### src/rtl/unidade_controle.sv
// unidade_controle: control unit for the stack processor.
// Fetches 16-bit instructions from a synchronous ROM, decodes them and
// sequences the datapath as SET/PULSE micro-op pairs with registered strobes.
// Optional feature: define UC_CALL_RET_EN to build CALL/RET with an internal
// RS_DEPTH-entry return stack (otherwise 0x06/0x07 execute as NOP).
module unidade_controle #(
    parameter int PC_W     = 8,
    parameter int RS_DEPTH = 4
) (
    input  logic            clk,
    input  logic            reset,
    output logic [PC_W-1:0] pc,
    input  logic [15:0]     instr,
    input  logic            data_uc,
    output logic            clk_pilha,
    output logic            clk_temp1,
    output logic            clk_temp2,
    output logic            wren,
    output logic            controle_pilha,
    output logic            load_temp1,
    output logic            load_temp2,
    output logic [15:0]     din_UC,
    output logic [4:0]      opcode,
    output logic            halt
);

    localparam logic [4:0] OP_PUSH = 5'h01;
    localparam logic [4:0] OP_POP  = 5'h02;
    localparam logic [4:0] OP_JMP  = 5'h04;
    localparam logic [4:0] OP_JC   = 5'h05;
    localparam logic [4:0] OP_HALT = 5'h1F;
`ifdef UC_CALL_RET_EN
    localparam logic [4:0] OP_CALL = 5'h06;
    localparam logic [4:0] OP_RET  = 5'h07;
`endif

    typedef enum logic [2:0] {FETCH, DECODE, LIT_WAIT, LIT, SET, PULSE, HALTED} state_t;
    typedef enum logic [2:0] {UOP_PUSH_LIT, UOP_POP, UOP_LOAD_T1, UOP_LOAD_T2, UOP_PUSH_RES} uop_t;

    state_t          state, state_nxt;
    uop_t            uop, uop_nxt;
    logic [2:0]      alu_step, alu_step_nxt;
    logic            alu_mode, alu_mode_nxt;
    logic            flag, flag_nxt;
    logic [PC_W-1:0] pc_nxt;
    logic [15:0]     din_nxt;
    logic [4:0]      opcode_nxt;
    logic            pilha_nxt, temp1_nxt, temp2_nxt;
    logic            wren_nxt, ctrl_nxt, lt1_nxt, lt2_nxt, halt_nxt;

    logic [4:0]      op;
    logic [PC_W-1:0] target;
    logic [PC_W-1:0] pc_inc;
    logic            unused_instr;

    assign op           = instr[15:11];
    assign target       = instr[PC_W-1:0];
    assign pc_inc       = pc + PC_W'(1);
    assign unused_instr = &{1'b0, instr};

    // ALU sequence order: load T1, pop, load T2, pop, push result
    function automatic uop_t alu_uop(input logic [2:0] step);
        uop_t u;
        case (step)
            3'd0:       u = UOP_LOAD_T1;
            3'd1, 3'd3: u = UOP_POP;
            3'd2:       u = UOP_LOAD_T2;
            default:    u = UOP_PUSH_RES;
        endcase
        return u;
    endfunction

`ifdef UC_CALL_RET_EN
    localparam int RS_IDX_W = (RS_DEPTH > 1) ? $clog2(RS_DEPTH) : 1;
    localparam int RS_CNT_W = $clog2(RS_DEPTH + 1);

    logic [PC_W-1:0]     rs_mem [RS_DEPTH];
    logic [RS_CNT_W-1:0] rs_cnt;
    logic                rs_push, rs_pop, rs_full, rs_empty;
    logic [RS_IDX_W-1:0] rs_top_idx;

    assign rs_full    = (rs_cnt == RS_CNT_W'(RS_DEPTH));
    assign rs_empty   = (rs_cnt == '0);
    assign rs_top_idx = RS_IDX_W'(rs_cnt - RS_CNT_W'(1));

    // Return addresses are written at the current fill level
    always_ff @(posedge clk) begin
        if (rs_push)
            rs_mem[rs_cnt[RS_IDX_W-1:0]] <= pc_inc;
    end

    // Return-stack fill level
    always_ff @(posedge clk or negedge reset) begin
        if (!reset)
            rs_cnt <= '0;
        else if (rs_push)
            rs_cnt <= rs_cnt + RS_CNT_W'(1);
        else if (rs_pop)
            rs_cnt <= rs_cnt - RS_CNT_W'(1);
    end
`endif

    // Next state, micro-op progress, PC and registered data values
    always_comb begin
        state_nxt    = state;
        uop_nxt      = uop;
        alu_step_nxt = alu_step;
        alu_mode_nxt = alu_mode;
        flag_nxt     = flag;
        pc_nxt       = pc;
        din_nxt      = din_UC;
        opcode_nxt   = opcode;
`ifdef UC_CALL_RET_EN
        rs_push      = 1'b0;
        rs_pop       = 1'b0;
`endif
        case (state)
            FETCH: state_nxt = DECODE;
            DECODE: begin
                pc_nxt    = pc_inc;
                state_nxt = FETCH;
                if (op == OP_PUSH) begin
                    state_nxt    = LIT_WAIT;
                    uop_nxt      = UOP_PUSH_LIT;
                    alu_mode_nxt = 1'b0;
                end else if (op == OP_POP) begin
                    state_nxt    = SET;
                    uop_nxt      = UOP_POP;
                    alu_mode_nxt = 1'b0;
                end else if (op == OP_JMP) begin
                    pc_nxt = target;
                end else if (op == OP_JC) begin
                    if (flag)
                        pc_nxt = target;
                end else if (op == OP_HALT) begin
                    state_nxt = HALTED;
`ifdef UC_CALL_RET_EN
                end else if (op == OP_CALL) begin
                    if (rs_full) begin
                        state_nxt = HALTED;
                    end else begin
                        rs_push = 1'b1;
                        pc_nxt  = target;
                    end
                end else if (op == OP_RET) begin
                    if (rs_empty) begin
                        state_nxt = HALTED;
                    end else begin
                        rs_pop = 1'b1;
                        pc_nxt = rs_mem[rs_top_idx];
                    end
`endif
                end else if (op[4]) begin
                    state_nxt    = SET;
                    alu_mode_nxt = 1'b1;
                    alu_step_nxt = 3'd0;
                    uop_nxt      = UOP_LOAD_T1;
                    opcode_nxt   = op;
                end
            end
            LIT_WAIT: state_nxt = LIT;
            LIT: begin
                din_nxt   = instr;
                pc_nxt    = pc_inc;
                state_nxt = SET;
            end
            SET: state_nxt = PULSE;
            PULSE: begin
                if (uop == UOP_PUSH_RES)
                    flag_nxt = data_uc;
                if (alu_mode && (alu_step != 3'd4)) begin
                    alu_step_nxt = alu_step + 3'd1;
                    uop_nxt      = alu_uop(alu_step + 3'd1);
                    state_nxt    = SET;
                end else begin
                    state_nxt = FETCH;
                end
            end
            HALTED:  state_nxt = HALTED;
            default: state_nxt = FETCH;
        endcase
    end

    // Strobe/control values for the coming cycle, so every output is a flop
    always_comb begin
        pilha_nxt = 1'b0;
        temp1_nxt = 1'b0;
        temp2_nxt = 1'b0;
        wren_nxt  = 1'b0;
        ctrl_nxt  = 1'b0;
        lt1_nxt   = 1'b0;
        lt2_nxt   = 1'b0;
        halt_nxt  = (state_nxt == HALTED);
        if ((state_nxt == SET) || (state_nxt == PULSE)) begin
            case (uop_nxt)
                UOP_PUSH_LIT: wren_nxt = 1'b1;
                UOP_LOAD_T1:  lt1_nxt  = 1'b1;
                UOP_LOAD_T2:  lt2_nxt  = 1'b1;
                UOP_PUSH_RES: begin
                    wren_nxt = 1'b1;
                    ctrl_nxt = 1'b1;
                end
                default: wren_nxt = 1'b0;
            endcase
            if (state_nxt == PULSE) begin
                temp1_nxt = (uop_nxt == UOP_LOAD_T1);
                temp2_nxt = (uop_nxt == UOP_LOAD_T2);
                pilha_nxt = (uop_nxt != UOP_LOAD_T1) && (uop_nxt != UOP_LOAD_T2);
            end
        end
    end

    // State, sequencing registers, PC and data outputs
    always_ff @(posedge clk or negedge reset) begin
        if (!reset) begin
            state    <= FETCH;
            uop      <= UOP_PUSH_LIT;
            alu_step <= 3'd0;
            alu_mode <= 1'b0;
            flag     <= 1'b0;
            pc       <= '0;
            din_UC   <= '0;
            opcode   <= '0;
        end else begin
            state    <= state_nxt;
            uop      <= uop_nxt;
            alu_step <= alu_step_nxt;
            alu_mode <= alu_mode_nxt;
            flag     <= flag_nxt;
            pc       <= pc_nxt;
            din_UC   <= din_nxt;
            opcode   <= opcode_nxt;
        end
    end

    // Registered strobes and controls
    always_ff @(posedge clk or negedge reset) begin
        if (!reset) begin
            clk_pilha      <= 1'b0;
            clk_temp1      <= 1'b0;
            clk_temp2      <= 1'b0;
            wren           <= 1'b0;
            controle_pilha <= 1'b0;
            load_temp1     <= 1'b0;
            load_temp2     <= 1'b0;
            halt           <= 1'b0;
        end else begin
            clk_pilha      <= pilha_nxt;
            clk_temp1      <= temp1_nxt;
            clk_temp2      <= temp2_nxt;
            wren           <= wren_nxt;
            controle_pilha <= ctrl_nxt;
            load_temp1     <= lt1_nxt;
            load_temp2     <= lt2_nxt;
            halt           <= halt_nxt;
        end
    end

endmodule

### config.mk
export PLATFORM = sky130hd
export DESIGN_NAME = unidade_controle
export DESIGN_NICKNAME = d
export VERILOG_FILES = /design/src/rtl/unidade_controle.sv
export SDC_FILE = /design/constraint.sdc
export NUM_CORES = 1
export LEC_CHECK = 0
export CORE_MARGIN = 5
export CORE_UTILIZATION = 40
export DETAILED_ROUTE_END_ITERATION = 10
export PLACE_DENSITY = 0.74
export SLEW_MARGIN = 10
export SYNTH_ARGS = -nofsm -noshare
export SYNTH_HDL_FRONTEND = slang
export SYNTH_SLANG_ARGS = --single-unit
### constraint.sdc
create_clock -name clk -period 1.9 [get_ports clk]
set_input_delay 0.285 -clock clk [delete_from_list [all_inputs] [get_ports clk]]
set_output_delay 0.285 -clock clk [all_outputs]
set_load 0.01 [all_outputs]
==> key figures <==
STA
  • Worst slew margin: 0.629
  • Max Clk Rate: 551 MHz
  • Final setup TNS: 0 ns
  • Pins Over Slew Limit: 0
  • Tcrit/Tclk final: 0.955
  • Final hold vios: 0
  • Minimum clock period: 1.81 ns
  • Final Skew: 0.00527 ns
  • Final setup viols: 0
  • Worst slew pin tran: 0.556 ns

Yosys
  • Synth cell count leaders: dfrtp_1 (48), mux2_2 (18), a21oi_1 (17)
  • Mean Syn Cell Area: 11.2 um^2
  • Synth area leaders: dfrtp_1 (50%), mux2_2 (8.4%), a21oi_1 (3.5%)
  • Post-synthesis instance total: 215
  • Mapped cell area: 0.00240 mm^2
  • FF+latch count, synth: 48
  • Sequential fraction of the synthesis area: 0.500
  • Post-synth EDFFs: 0
  • Top_reg_cell synth: dfrtp_1
  • Syn nets: 240
  • Asr flop ratio synth: 1.00
  • Distinct cell type count after synthesis: 55
  • Count leader, synth: dfrtp_1
  • Leading area contributor after synthesis: dfrtp_1
  • Top-area cell type share of the netlist area: 0.500
  • Yosys warnings: 0

Clock tree
  • CTS sink cnt: 48
  • Clock Pin Slew Worst Setup and Hold Paths: 0.08 ns
  • H-tree lvl count: 2
  • Num CTS Buffers: 5
  • CTS tree: done
  • Clock latency on the worst-skew pair: 0.30 ns
  • Root buffer cell: clkbuf_8
  • Clock Tree Buf Depth: 2

Finish
  • Filler Cell Count: 509
  • Final nets: 319
  • Fin area: 0.00332 mm^2
  • Area Overhead vs Synth: 38.1%
  • Share of cells above drive strength 1: 0.265
  • Antenna diodes: 0

Setup path
  • Crit path largest cell delay: 0.35 ns
  • Setup crit start kind: register
  • CP top delay family: compound AO/OA/AOI/OAI gates
  • Crit-path cells: inv_1, ha_2, a21boi_2, o21ai_2, o221a_4, nor2_8, inv_4, nor4_4
  • Critical path buffers and inverters: 2
  • Crit path capture type: register
  • Crit. Startpoint: alu_step[0]
  • Crit Path Category: reg2reg
  • Worst r2r src: alu_step[0]
  • Worst Path Required: 2.11 ns
  • Critical Path Slowest Stage Cell: dfrtp_1
  • Worst EP arrival: 2.02 ns
  • Crit-path max FO: 5

Min path
  • Min-Delay Path Class: reg2reg
  • Hold path start: opcode[4]

Die
  • Die span in x: 87.5 um
  • Die ar.: 0.00766 mm^2
  • Row cnt: 28
  • Area of the core: 0.00589 mm^2
  • Die Y: 87.5 um
  • Initial Util: 0.408
  • Top-Level Pins: 56

Drt
  • Routed len/inst: 14.4 um
  • Vias per cell: 5.14
  • Total Wirelength: 5310 um
  • Post-route ant nets: 0
  • Drt initial violations: 53
  • Remaining DRCs: 0
  • DR vias: 1896
  • First-pass detailed-route iteration total: 4

Placed design
  • GPL Wtd Cong: 0.840
  • Port bufs: 55
  • Post-DP Area: 0.00319 mm^2
  • Dpl hpwl: 4100 um

Job
  • Max-cap viol count: 0

Power and ir drop
  • Worst vdd ir: 0.000282 V
  • Leak Pwr: 1.44 nW
  • PD cells: 538 mW/mm^2

Global route
  • Antenna violations before repair: 0
  • Gr usage total: 0.150
  • Gr ovfl total: 0
  • Global-route wire length before repair: 9150 um
  • Vias in the first global route: 1944
  • Largest net degree at the start of global routing: 26

Status
  • Status: completed
metal layers:
metal  track usage  wire (um)  vias to the layer above
met5             0          0                        -
met4        0.0432         76                        0
met3        0.0274        243                        6
met2         0.252       2600                       44
met1         0.199       2390                      919
li1              -          -                      927
power breakdown:
group / internal [W] / switching (W) / total, W
Combinational: 0.0000966 / 0.0000726 / 0.000169
Clock: 0.000249 / 0.000323 / 0.000573
Sequential: 0.00104 / 0.00000789 / 0.00104
Total: 0.00138 / 0.000404 / 0.00179
cells by family after synthesis:
| logic type | count (synthesis) | share of synthesized area |
|---|---|---|
| AO/OA/AOI/OAI | 50 | 0.148 |
| AND/OR/NAND/NOR | 68 | 0.181 |
| XOR/XNOR | 2 | 0.00729 |
| buffers and inverters | 22 | 0.0443 |
| flip-flops | 48 | 0.500 |
| adder cells (fa/ha/maj) | 6 | 0.0312 |
| multiplexers | 19 | 0.0885 |
state kept, by name, summed over array words and instances, names as in the netlist:
signal	cells
flag	1
uop	3
alu_mode	1
controle_pilha	1
opcode	5
clk_pilha	1
pc	8
load_temp2	1
load_temp1	1
state	3
din_UC	16
alu_step	3
halt	1
clk_temp2	1
wren	1
clk_temp1	1
area by class of cell:
| cell class | instances | area (um^2) | share of cell area |
|---|---|---|---|
| Clock buffer | 5 | 68.8 | 0.0207 |
| Clock inverter | 2 | 12.5 | 0.00377 |
| Inverter | 11 | 43.8 | 0.0132 |
| Timing Repair Buffer | 83 | 771 | 0.232 |
| Sequential cell | 48 | 1200 | 0.362 |
| Tap cell | 75 | 93.8 | 0.0283 |
| Multi-Input combinational cell | 145 | 1130 | 0.340 |
metrics by stage:
stage          power, W  hold WS, ns   util  instances  setup WS, ns
2_1_floorplan   0.00112      -0.0106      -        215        0.0857
5_1_grt         0.00187        0.529  0.564        369       -0.0185
3_3_place_gp    0.00123        0.302  0.542        360        -0.128
6_report        0.00179        0.470  0.564        369        0.0851
3_5_place_dp    0.00124        0.305  0.542        360        -0.174
4_1_cts         0.00181        0.474  0.557        368        0.0178
cell usage in the layout (no fill, tap or decap), types with 3 or more instances in the layout:
cell type        count
a21oi_1             17
and3_1               4
buf_4               26
clkbuf_8             5
clkdlybuf4s50_1     54
dfrtp_1             48
ha_1                 5
inv_1               10
mux2_2              18
nand2_1             13
nand2b_1             3
nand3_1             12
nor2_1              10
nor3_1               3
o21ai_0             12
worst reg2reg max path, cell delays in order (launching register included):
cell	delay [ns]
dfrtp_1	0.35
inv_1	0.06
ha_2	0.19
a21boi_2	0.24
o21ai_2	0.13
o221a_4	0.32
nor2_8	0.13
inv_4	0.06
nor4_4	0.25
worst paths after layout:
path                                    to  slack [ns]  cells after the start
worst max-delay path             clk_temp1        0.09                      8
worst min-delay path             opcode[4]        0.47                      1
worst max register to register   clk_temp1        0.09                      8
worst min register to register   opcode[4]        0.47                      1
max in group asynchronous             halt        0.86                      3
min in group asynchronous       load_temp2        0.50                      2
repair_timing:
item	CTS	global route
resized for setup	0	5
buffers inserted	0	1
hold buffers	1	0
setup endpoints to repair	0	5
endpoints found under the hold margin	23	0
No activity file was read; power rests on OpenSTA's default activity.
